[config.mk]
export PLATFORM = sky130hd
export DESIGN_NAME = host_tx_fifo
export DESIGN_NICKNAME = d
export VERILOG_FILES = /design/src/rtl/host_tx_fifo.sv
export SDC_FILE = /design/constraint.sdc
export NUM_CORES = 1
export LEC_CHECK = 0
export BUFFER_PORTS_ARGS = -buffer_cell sky130_fd_sc_hd__clkbuf_2
export CAP_MARGIN = 20
export CORE_MARGIN = 5
export CORE_UTILIZATION = 60
export CTS_BUF_LIST = sky130_fd_sc_hd__clkbuf_8
export CTS_CLUSTER_SIZE = 24
export DETAILED_ROUTE_END_ITERATION = 8
export GPL_TIMING_DRIVEN = 0
export PLACE_DENSITY = 0.88
export SYNTH_ARGS = -nofsm -noshare
export SYNTH_HDL_FRONTEND = slang
export SYNTH_SLANG_ARGS = --single-unit
export TNS_END_PERCENT = 10
[constraint.sdc]
create_clock -name clk -period 6.94 [get_ports clk]
set_input_delay 0.694 -clock clk [delete_from_list [all_inputs] [get_ports clk]]
set_output_delay 0.694 -clock clk [all_outputs]
set_load 0.005 [all_outputs]
[src/rtl/host_tx_fifo.sv]
`default_nettype none
// ============================================================================
// host_tx_fifo : byte FIFO from core to the active host interface (FWFT)
// Rev 1.0
// ============================================================================
module host_tx_fifo #(
  parameter int DEPTH = 16,
  parameter int AW    = 4
) (
  input  logic          clk,
  input  logic          rst,
  input  logic [1:0]    host_mode,
  input  logic          flush,
  input  logic          wr_en,
  input  logic [7:0]    wr_data,
  output logic          full,
  input  logic          tx_fifo_rd_en,
  output logic [7:0]    tx_fifo_dout,
  output logic          tx_fifo_empty,
  output logic [AW:0]   count,
  output logic          overflow,
  output logic          underflow,
  input  logic          err_clr
);

  localparam logic [AW:0] FULL_CNT = DEPTH[AW:0];

  logic [7:0]    mem [DEPTH];
  logic [AW-1:0] wp_q, wp_d;
  logic [AW-1:0] rp_q, rp_d;
  logic [AW:0]   count_q, count_d;
  logic [1:0]    mode_q, mode_d;
  logic          ovf_q, ovf_d;
  logic          udf_q, udf_d;

  logic          rd_ok;
  logic          wr_ok;
  logic          flush_all;
  logic          mem_we;

  assign full          = (count_q == FULL_CNT);
  assign tx_fifo_empty = (count_q == '0);
  assign tx_fifo_dout  = mem[rp_q];
  assign count         = count_q;
  assign overflow      = ovf_q;
  assign underflow     = udf_q;

  // A pop frees a slot in the same cycle, so a write at full is legal with it.
  assign rd_ok     = tx_fifo_rd_en && !tx_fifo_empty;
  assign wr_ok     = wr_en && (!full || rd_ok);
  assign flush_all = flush || (host_mode != mode_q);
  assign mem_we    = wr_ok && !flush_all;

  always_comb begin
    wp_d    = wp_q;
    rp_d    = rp_q;
    count_d = count_q;
    mode_d  = host_mode;
    ovf_d   = ovf_q;
    udf_d   = udf_q;

    if (flush_all) begin
      wp_d    = '0;
      rp_d    = '0;
      count_d = '0;
    end else begin
      if (wr_ok) wp_d = wp_q + 1'b1;
      if (rd_ok) rp_d = rp_q + 1'b1;
      if (wr_ok && !rd_ok) count_d = count_q + 1'b1;
      else if (rd_ok && !wr_ok) count_d = count_q - 1'b1;
    end

    // Error flags ignore flush; a set event wins over a same-cycle clear.
    if (err_clr) begin
      ovf_d = 1'b0;
      udf_d = 1'b0;
    end
    if (wr_en && full && !rd_ok) ovf_d = 1'b1;
    if (tx_fifo_rd_en && tx_fifo_empty) udf_d = 1'b1;
  end

  always_ff @(posedge clk or posedge rst) begin
    if (rst) begin
      wp_q    <= '0;
      rp_q    <= '0;
      count_q <= '0;
      mode_q  <= 2'b00;
      ovf_q   <= 1'b0;
      udf_q   <= 1'b0;
    end else begin
      wp_q    <= wp_d;
      rp_q    <= rp_d;
      count_q <= count_d;
      mode_q  <= mode_d;
      ovf_q   <= ovf_d;
      udf_q   <= udf_d;
    end
  end

  // Storage is deliberately left unreset.
  always_ff @(posedge clk) begin
    if (mem_we) mem[wp_q] <= wr_data;
  end

endmodule
`default_nettype wire

==> results.ini <==
[outcome]
status = completed

[cts]
numCtsBuffers = 17
clk_pin_slew_worst_paths_ns = 0.08
cts_hold_buf = 0
worstSkewPairLatency_ns = 0.43
htreeDepth = 4
cts_tree = yes
clk_path_buf_depth = 2
post_cts.repair.setup_buffers = 0
clockRootBuffer = clkbuf_8
ctsResizeCount = 0
clkSinkCount = 145

[logic_synthesis]
netlist_area_mm2 = 0.00598
synth_largest_area_cell = edfxtp_1
yosysSeqAreaShare_pct = 71.4
synthFlopType = edfxtp_1
postSynthAreaPerCell_um2 = 19.7
ys_seq_elements = 145
ys_async_sr_fraction_pct = 11.7
yosys_warnings = 0
syn_inst = 304
synth_edf_count = 128
synth_nets = 330
yosysMostFrequentCell = edfxtp_1
synth_top_area_share_pct = 64.3
synthTopCellsByCount = edfxtp_1 (128), mux4_2 (40), dfrtp_1 (17)
synth_area_leaders = edfxtp_1 (64%), mux4_2 (15%), dfrtp_1 (7.1%), ha_1 (1.9%), and2_1 (1.3%)
synth.distinct_cells = 39

[sta]
slew_headroom_pct = 39.4
max_freq_mhz = 285
drv_slew = 0
rsz0062_at_grt = no
fin_crit_sh_pct = 50.6
finalHoldViolCount = 0
setup_viol = 0
tightest_slew_ns = 0.909
fin_worst_skew_ns = 0.0131
tns_ns = 0
finalCriticalPeriod_ns = 3.51

[grt]
grt_pass1_vias = 3160
grt_pass1_wl_mm = 17.9
grt_usage_pct = 21.3
antenna_found_initial = 1
grt_max_degree = 18
overflow = 0

[setup_path]
crit_path_end_kind = primary output
cp_slowest_cell = clkbuf_1
path_depth = 5
critical_path.max_stage_delay_ns = 0.58
worstSetupPathType = reg -> out
start_kind = register
timing.critical_path.buf_inv = 3
critPathMaxFanout = 10
cp.arrival_ns = 2.82
reg2regPathDepth = 8
crit_family = buffers and inverters
required_ns = 6.25
cp_cell_sequence = clkbuf_1, clkbuf_1, mux4_2, mux4_2, clkbuf_2

[floorplanning]
die_h_um = 110
initial_core_util_pct = 61.4
core_area_mm2 = 0.00973
num_io_pins = 33
rows = 36
die_x_um = 110
die_area_mm2 = 0.0121

[min_path]
hold_path.class = in -> async

[route]
drt_iter0_markers = 255
top_layer = met5
drc_errors = 0
drt-total-wl_mm = 11.4
wl_per_cell_um = 22.7
wl_met3_um = 557
wl_met2_mm = 6.26
drt_pass1_iterations = 4
ant_nets = 0
routed_via_density = 5.98
via_count = 2997
drt-met1-wl_mm = 4.37

[power]
power_density_mw_per_mm2 = 267
power_leakage_nw = 2.29
ir_drop_uv = 130

[final_layout]
area_growth_pct = 13.2
finish.utilization_pct = 69.5
fin_nets = 381
n_antenna_cell = 0
final_layout_size_suffix_gt1_share_pct = 31.3

[place]
gp_congestion = 0.823
dp_hpwl_mm = 7.53
portBuffers = 32

[job]
maxCapViolCount = 0

## through the flow
| step | cell area [um2] | std cells | setup WS [ns] | total power, mW | hold WS [ns] |
|---|---|---|---|---|---|
| finish | 6770 | 501 | 3.43 | 1.81 | 0.320 |
| floorplan | 5980 | 304 | 4.44 | 1.03 | 0.508 |
| global placement | 6300 | 469 | 3.93 | 1.07 | 0.502 |
| global route | 6770 | 501 | 3.30 | 1.87 | 0.366 |
| detailed placement | 6300 | 469 | 3.94 | 1.07 | 0.518 |
| CTS | 6770 | 501 | 3.40 | 1.82 | 0.323 |
## where the power goes
part / total, mW / internal (mW) / switching (mW) / leakage (nW)
Combinational: 0.0924 / 0.0369 / 0.0555 / 0.682
Clock: 0.756 / 0.433 / 0.322 / 0.232
Sequential: 0.960 / 0.954 / 0.00621 / 1.38
## routing by layer
layer  global-route usage [%]  up-vias
met5                        0        -
met4                     7.48        2
met3                     5.28       15
met2                     35.9       94
met1                     27.0     1554
li1                         -     1332
## sequential cells by signal, summed over array words and instances, names as in the netlist
signal	count
mem	128
count	5
rp_q	4
wp_q	4
mode_q	2
overflow	1
underflow	1
## worst reg2reg max path: cells and delay by family, from the launching register on
kind	cells	cell delay (ns)
AND/OR/NAND/NOR	2	0.71
multiplexers	1	0.22
buffers and inverters	1	0.19
AO/OA/AOI/OAI	3	0.65
flip-flops	1	0.48
adder cells (fa/ha/maj)	1	0.35
## cells by family after synthesis
kind of cell	share of synthesized area, %
flip-flops	71.4
AND/OR/NAND/NOR	4.40
multiplexers	16.5
buffers and inverters	1.72
AO/OA/AOI/OAI	2.72
adder cells (fa/ha/maj)	2.22
XOR/XNOR	1.03
## placed cells by master (no fill, tap or decap), types with 4 or more instances in the layout
master and count:
edfxtp_1 128, mux4_2 40, clkbuf_2 32, clkbuf_8 17, dfrtp_1 17, inv_1 14, nor2_1 13, and2_1 12
ha_1 9, clkbuf_1 7, nand3_1 6, xor2_1 5, bufinv_16 5, mux2i_1 4, buf_2 4, a21oi_1 4
inv_6 4
## worst paths after layout
| kind | slack, ns | startpoint | to |
|---|---|---|---|
| max in group asynchronous | 6.18 | rst | wp_q[1]$_DFFE_PP0P_ |
| max reg2reg | 4.19 | count[0]$_DFFE_PP0P_ | count[4]$_DFFE_PP0P_ |
| min in group clk | 0.39 | host_mode[1] | mode_q[1]$_DFF_PP0_ |
| max | 3.43 | rp_q[1]$_DFFE_PP0P_ | tx_fifo_dout[6] |
| min reg2reg | 0.55 | underflow$_DFFE_PP0P_ | underflow$_DFFE_PP0P_ |
| min | 0.32 | rst | wp_q[3]$_DFFE_PP0P_ |
## layout make-up
class | instances | area [um2]
buffer | 12 | 53.8
clock buffer | 17 | 234
clock inverter | 15 | 229
fill | 603 | 2960
inverter | 13 | 48.8
multi-input combinational | 134 | 1610
sequential | 145 | 4270
tap | 133 | 166
timing repair buffer | 32 | 160
(Power assumes the default switching activity.)
